## src/rtl/rv_pkg.sv

```systemverilog
// ----------------------------------------------------------------------------
// rv_pkg
// Shared definitions for the RV32 pipeline front end.
//   XLEN             datapath / PC width
//   NOP_INSTR        canonical RV32I NOP (addi x0, x0, 0) used for bubbles
//   RESET_PC         default PC after reset (base of instruction memory map)
//   if_id_t          IF/ID pipeline register contents
//   if_id_bubble()   the all-inert IF/ID value used on reset and flush
// ----------------------------------------------------------------------------
package rv_pkg;

    localparam int XLEN = 32;

    localparam logic [31:0]     NOP_INSTR = 32'h0000_0013;
    localparam logic [XLEN-1:0] RESET_PC  = 32'h0000_0000;

    typedef struct packed {
        logic [31:0]     instr;
        logic [XLEN-1:0] pc;
        logic [XLEN-1:0] pc_plus4;
        logic            valid;
    } if_id_t;

    // A bubble decodes as a NOP and carries no PC so downstream link/branch
    // logic sees a clean zero rather than a stale address.
    function automatic if_id_t if_id_bubble();
        if_id_t b;
        b.instr    = NOP_INSTR;
        b.pc       = '0;
        b.pc_plus4 = '0;
        b.valid    = 1'b0;
        return b;
    endfunction

endpackage

```

## src/rtl/if_id_reg.sv

```systemverilog
// ----------------------------------------------------------------------------
// if_id_reg
// IF/ID pipeline register. Priority: rst, then flush (bubble), then stall
// (hold), otherwise capture the new fetch record.
// Ports:
//   clk     in   rising-edge clock
//   rst     in   synchronous active-high reset (loads a bubble)
//   stall   in   hold current contents
//   flush   in   replace contents with a bubble (wins over stall)
//   d       in   if_id_t record from the fetch stage
//   q       out  registered if_id_t record to decode
// ----------------------------------------------------------------------------
module if_id_reg
    import rv_pkg::*;
(
    input  logic   clk,
    input  logic   rst,
    input  logic   stall,
    input  logic   flush,
    input  if_id_t d,
    output if_id_t q
);

    if_id_t q_reg;

    always_ff @(posedge clk) begin
        if (rst || flush) begin
            q_reg <= if_id_bubble();
        end else if (!stall) begin
            q_reg <= d;
        end
    end

    assign q = q_reg;

endmodule

```

## src/rtl/fetch_stage.sv

```systemverilog
// ----------------------------------------------------------------------------
// fetch_stage
// IF stage of the pipelined RV32 core. Holds the program counter, presents it
// to a combinational instruction memory and captures the returned word into
// the IF/ID register.
//
// Parameters:
//   XLEN       datapath / PC width (must match rv_pkg::XLEN, which sizes if_id_t)
//   RESET_PC   PC loaded on reset
//
// Ports:
//   clk             in   rising-edge clock
//   rst             in   synchronous active-high reset
//   stall_f_i       in   hold PC (load-use hazard)
//   stall_d_i       in   hold IF/ID contents
//   flush_d_i       in   replace IF/ID contents with a bubble
//   pc_src_e_i      in   taken branch/jump resolved in EX
//   pc_target_e_i   in   redirect target from EX (bits [1:0] ignored)
//   pc_f_o          out  current fetch PC (registered) -> imem address
//   instr_f_i       in   imem read data for pc_f_o (same cycle)
//   instr_d_o       out  IF/ID instruction
//   pc_d_o          out  IF/ID PC
//   pc_plus4_d_o    out  IF/ID PC+4 (link value)
//   valid_d_o       out  IF/ID holds a real instruction
//
// Optional build macro FETCH_PERF_EN adds three 32-bit wrapping counters:
//   perf_fetch_cnt_o   valid IF/ID captures
//   perf_stall_cnt_o   cycles with stall_f_i=1 and no redirect
//   perf_flush_cnt_o   cycles with flush_d_i=1
// ----------------------------------------------------------------------------
module fetch_stage
    import rv_pkg::*;
#(
    parameter int              XLEN     = rv_pkg::XLEN,
    parameter logic [XLEN-1:0] RESET_PC = rv_pkg::RESET_PC
) (
    input  logic            clk,
    input  logic            rst,
    input  logic            stall_f_i,
    input  logic            stall_d_i,
    input  logic            flush_d_i,
    input  logic            pc_src_e_i,
    input  logic [XLEN-1:0] pc_target_e_i,
    output logic [XLEN-1:0] pc_f_o,
    input  logic [31:0]     instr_f_i,
    output logic [31:0]     instr_d_o,
    output logic [XLEN-1:0] pc_d_o,
    output logic [XLEN-1:0] pc_plus4_d_o,
    output logic            valid_d_o
`ifdef FETCH_PERF_EN
    ,
    output logic [31:0]     perf_fetch_cnt_o,
    output logic [31:0]     perf_stall_cnt_o,
    output logic [31:0]     perf_flush_cnt_o
`endif
);

    // ------------------------------------------------------------------
    // Program counter
    // ------------------------------------------------------------------
    logic [XLEN-1:0] pc_reg;
    logic [XLEN-1:0] pc_next;
    logic [XLEN-1:0] pc_plus4;

    // Natural modulo-2^XLEN wrap; falling off the top of the map is not an error.
    assign pc_plus4 = pc_reg + XLEN'(4);

    // Redirect outranks stall: a resolved branch must land even while the
    // hazard unit is holding the front end, otherwise it would be lost.
    // Target is forced word-aligned (no compressed ISA, no misalign trap).
    always_comb begin
        pc_next = pc_plus4;
        if (pc_src_e_i) begin
            pc_next = pc_target_e_i & ~XLEN'(3);
        end else if (stall_f_i) begin
            pc_next = pc_reg;
        end
    end

    always_ff @(posedge clk) begin
        if (rst) begin
            pc_reg <= RESET_PC;
        end else begin
            pc_reg <= pc_next;
        end
    end

    assign pc_f_o = pc_reg;

    // ------------------------------------------------------------------
    // IF/ID register
    // ------------------------------------------------------------------
    if_id_t if_id_d;
    if_id_t if_id_q;

    always_comb begin
        if_id_d.instr    = instr_f_i;
        if_id_d.pc       = pc_reg;
        if_id_d.pc_plus4 = pc_plus4;
        if_id_d.valid    = 1'b1;
    end

    if_id_reg u_if_id_reg (
        .clk   (clk),
        .rst   (rst),
        .stall (stall_d_i),
        .flush (flush_d_i),
        .d     (if_id_d),
        .q     (if_id_q)
    );

    assign instr_d_o    = if_id_q.instr;
    assign pc_d_o       = if_id_q.pc;
    assign pc_plus4_d_o = if_id_q.pc_plus4;
    assign valid_d_o    = if_id_q.valid;

`ifdef FETCH_PERF_EN
    // ------------------------------------------------------------------
    // Performance counters: index 0 fetch, 1 stall, 2 flush.
    // ------------------------------------------------------------------
    localparam int NUM_PERF = 3;

    logic [NUM_PERF-1:0] perf_inc;
    logic [31:0]         perf_cnt_reg [NUM_PERF];

    // A capture happens exactly when the IF/ID register loads a real record.
    assign perf_inc[0] = !flush_d_i && !stall_d_i;
    // A stall cycle that a redirect overrides is not a lost fetch slot.
    assign perf_inc[1] = stall_f_i && !pc_src_e_i;
    assign perf_inc[2] = flush_d_i;

    for (genvar gi = 0; gi < NUM_PERF; gi++) begin : g_perf
        always_ff @(posedge clk) begin
            if (rst) begin
                perf_cnt_reg[gi] <= '0;
            end else if (perf_inc[gi]) begin
                perf_cnt_reg[gi] <= perf_cnt_reg[gi] + 32'd1;
            end
        end
    end

    assign perf_fetch_cnt_o = perf_cnt_reg[0];
    assign perf_stall_cnt_o = perf_cnt_reg[1];
    assign perf_flush_cnt_o = perf_cnt_reg[2];
`endif

endmodule

```

## config.mk

```make
export PLATFORM = sky130hd
export DESIGN_NAME = fetch_stage
export DESIGN_NICKNAME = d
export VERILOG_FILES = /design/src/rtl/rv_pkg.sv /design/src/rtl/if_id_reg.sv /design/src/rtl/fetch_stage.sv
export SDC_FILE = /design/constraint.sdc
export NUM_CORES = 1
export LEC_CHECK = 0
export BUFFER_PORTS_ARGS = -buffer_cell sky130_fd_sc_hd__clkbuf_2
export CAP_MARGIN = 15
export CORE_MARGIN = 3
export CORE_UTILIZATION = 46
export CTS_CLUSTER_DIAMETER = 50
export DETAILED_ROUTE_END_ITERATION = 12
export PLACE_DENSITY_LB_ADDON = 0.3
export SYNTH_ARGS = -nofsm -noshare
export SYNTH_HDL_FRONTEND = slang
export SYNTH_HIERARCHICAL = 1
export SYNTH_SLANG_ARGS = --single-unit
```

## constraint.sdc

```tcl
create_clock -name clk -period 2.2 [get_ports clk]
set_input_delay 0.22 -clock clk [delete_from_list [all_inputs] [get_ports clk]]
set_output_delay 0.22 -clock clk [all_outputs]
set_load 0.1 [all_outputs]
```

==> out/results.txt <==
outcome - complete, no violations
initial antenna violation count - 0
wire length per cell - 16.1 um
worst max-slew margin expressed relative to the limit - 0.610
count of flip-flops with a built-in enable after synthesis - 0
clock tree from TritonCTS - yes
area growth from synthesis to final layout - 29.2%
arrival time of data at the critical path endpoint - 2.27 ns
kind of critical path - reg -> reg
final non-filler cell total - 973
total half-perimeter wirelength after legalization and detailed placement - 11600 um
Worst Setup Start Kind - register
number of input and output port buffers inserted - 194
register area share after synthesis - 0.435
fin nets - 863
maximum frequency from static timing analysis - 506 MHz
WL met2 - 7810 um
number of global-route vias before repair - 5057
dominant synthesized flop cell - dfxtp_1
detail-routed via count per cell - 5.31
Setup TNS Final - 0 ns
Min Clock Period, post-route - 1.98 ns
post-CTS setup-driven buffer insertion count - 0
distinct cell type count after synthesis - 49
I/O Pins - 199
worst min path class - in -> reg
met1 wire length - 6530 um
iteration count of the initial detailed-routing pass - 4
Die X-Extent - 119 um
Clock Skew - 0.0139 ns
synthesized area - 5840 um^2
data required time at the worst endpoint - 2.50 ns
placer congestion estimate - 0.850
remaining global-route overflow - 0
First DRT Iteration DRCs - 318
CTS clock-pin slew for the worst setup and hold paths - 0.06 ns
pwr/cell area - 860 nW/um^2
maximum resistive drop on vdd - 515 uV
r2r worst-path depth - 4
number of max-slew violations in the final report - 0
number of placed instances, taps included - 941
uppermost metal layer occupied by signal nets - met4
H-tree depth - 4
worst reg-to-reg setup slack - 0.22 ns
static leakage - 3.43 nW
syn_area_per_cell - 9.55 um^2
fraction of registers with async set/reset - 0
number of clock sinks seen by CTS - 127
number of buffers added by the clock tree synthesis step - 17
max reg flops - 97
Fin. Hold Viols - 0
number of vias in the routed layout - 5171
die boundary height - 119 um
final count of negative-setup-slack endpoints - 0
Total GRT Usage - 0.221
fraction of the cycle the final worst path needs - 0.899
unrepaired setup endpoints after global routing - false
latest clock arrival within the worst-skew pair - 0.41 ns
Worst Max-Slew Pin Slew - 0.588 ns
largest net degree at the start of global routing - 50
maximum clock path buffer count - 2
Ys Warns - 6
Max-cap violations - 0
CP Capture Type - register
r2r endpoint - pc_f_o[29]
Initial Util - 0.478
wire length of the first global-routing pass - 25300 um
count of cells resized by post-cts repair - 0
start of the worst register-to-register path - pc_f_o[4]
post-synthesis cell count - 611
Diodes inserted - 0
critical path fanouts, max - 10
total die area - 14100 um^2
met3 WL - 1030 um
Post-CTS Hold Fix Bufs - 0
root buffer cell - clkbuf_16
Yosys reg bits - 127
number of remaining DRC errors - 0
drt total wl - 15700 um
final antenna-violating net count - 0
launch point of the worst hold path - instr_f_i[0]
core region area - 12200 um^2
share of post-route cells with drive strength above 1 - 0.353
number of cells on the worst hold path - 3
sink of the worst hold path - u_if_id_reg/q[65]
floorplan row count - 40
-- layout by cell type, fill, tap and decap left out, types with 6 or more instances in the layout --
cell,count
or4_1,8
mux2i_1,98
clkinv_2,6
nor3_1,10
buf_4,11
or3_1,6
dfxtp_4,22
xor2_1,13
xnor2_1,26
nor2b_1,6
o21ai_0,6
dfxtp_1,99
clkbuf_16,19
nand2_1,22
nand3_1,13
a211oi_1,9
nor2_1,120
nor2_2,10
nor4_1,6
conb_1,7
o31ai_1,7
and4_1,7
clkbuf_2,193
nand4_1,13
a311oi_1,12
dfxtp_2,6
-- cell families after synthesis --
family                     share of synthesized area
and+or+nand+nor                                0.205
DFF                                            0.435
muxes                                          0.168
buffers and inverters                         0.0651
AOI/OAI and AO/OA                             0.0647
xor gates and xnor gates                      0.0585
other                                        0.00129
adders and majority gates                    0.00214
-- final cells by class --
type                       count  area [um^2]
timing repair buffer         207         1110
multi-input combinational    434         2970
sequential                   127         2630
clock buffer                  22          497
fill                        1092         4670
clock inverter                10          108
inverter                       5         18.8
tap                          168          210
-- routing by layer --
metal,global-route usage,vias up
met5,0,-
met3,0.0536,18
met2,0.380,181
met4,0.0862,0
li1,-,2511
met1,0.266,2461
-- synth_stat cells, types with 3 or more instances --
library cell | count | share of area
mux2i_1 | 98 | 0.17
nor2_1 | 120 | 0.077
or3_1 | 6 | 0.0064
buf_6 | 16 | 0.031
or4_1 | 9 | 0.012
and4_1 | 7 | 0.011
o2111a_1 | 3 | 0.0058
nor2_2 | 10 | 0.011
nor4_1 | 7 | 0.0075
nor2b_1 | 6 | 0.0064
buf_4 | 7 | 0.0090
nor3_1 | 10 | 0.0086
buf_2 | 9 | 0.0077
o21ai_0 | 6 | 0.0051
dfxtp_1 | 127 | 0.44
inv_1 | 4 | 0.0026
nand3_1 | 13 | 0.011
o31ai_1 | 7 | 0.0090
clkbuf_1 | 15 | 0.0096
a311oi_1 | 12 | 0.018
nand4_1 | 13 | 0.014
xnor2_1 | 26 | 0.039
xor2_1 | 13 | 0.020
nand2_1 | 22 | 0.014
and3_1 | 4 | 0.0043
a211oi_1 | 9 | 0.012
-- worst max path at each step --
stage,startpoint,endpoint,cells after the start
after global routing,pc_f_o[4],pc_f_o[29],4
after floorplan,pc_f_o[2],pc_f_o[30],6
after detailed placement,pc_f_o[13],pc_f_o[30],4
after global placement,pc_f_o[13],pc_f_o[30],4
final,pc_f_o[4],pc_f_o[29],4
after CTS,pc_f_o[5],pc_f_o[29],4
-- critical path: stages (launching register included) --
cell      delay (ns)
dfxtp_4         0.41
and4_1          0.32
nand4_1         0.37
or4_1           0.64
o2111a_1        0.13
-- report_power, final --
group          switching, mW  internal [mW]  leakage, nW
Clock                  0.971           1.82        0.304
Sequential             0.129           2.39         1.05
Combinational          0.905          0.270         2.07
Total                   2.01           4.48         3.43
-- per-stage QoR --
stage	hold slack (ns)	util	power, mW	instance area (um^2)	worst slack (ns)
3_5_place_dp	0.440	0.568	3.74	6940	0.290
5_1_grt	0.0304	0.618	6.72	7540	0.117
4_1_cts	0.00895	0.618	6.55	7540	0.233
2_1_floorplan	0.329	-	3.53	5990	0.00390
3_3_place_gp	0.436	0.568	3.72	6940	0.309
6_report	0.0336	0.618	6.49	7540	0.223
No activity file was read; power rests on OpenSTA's default activity.
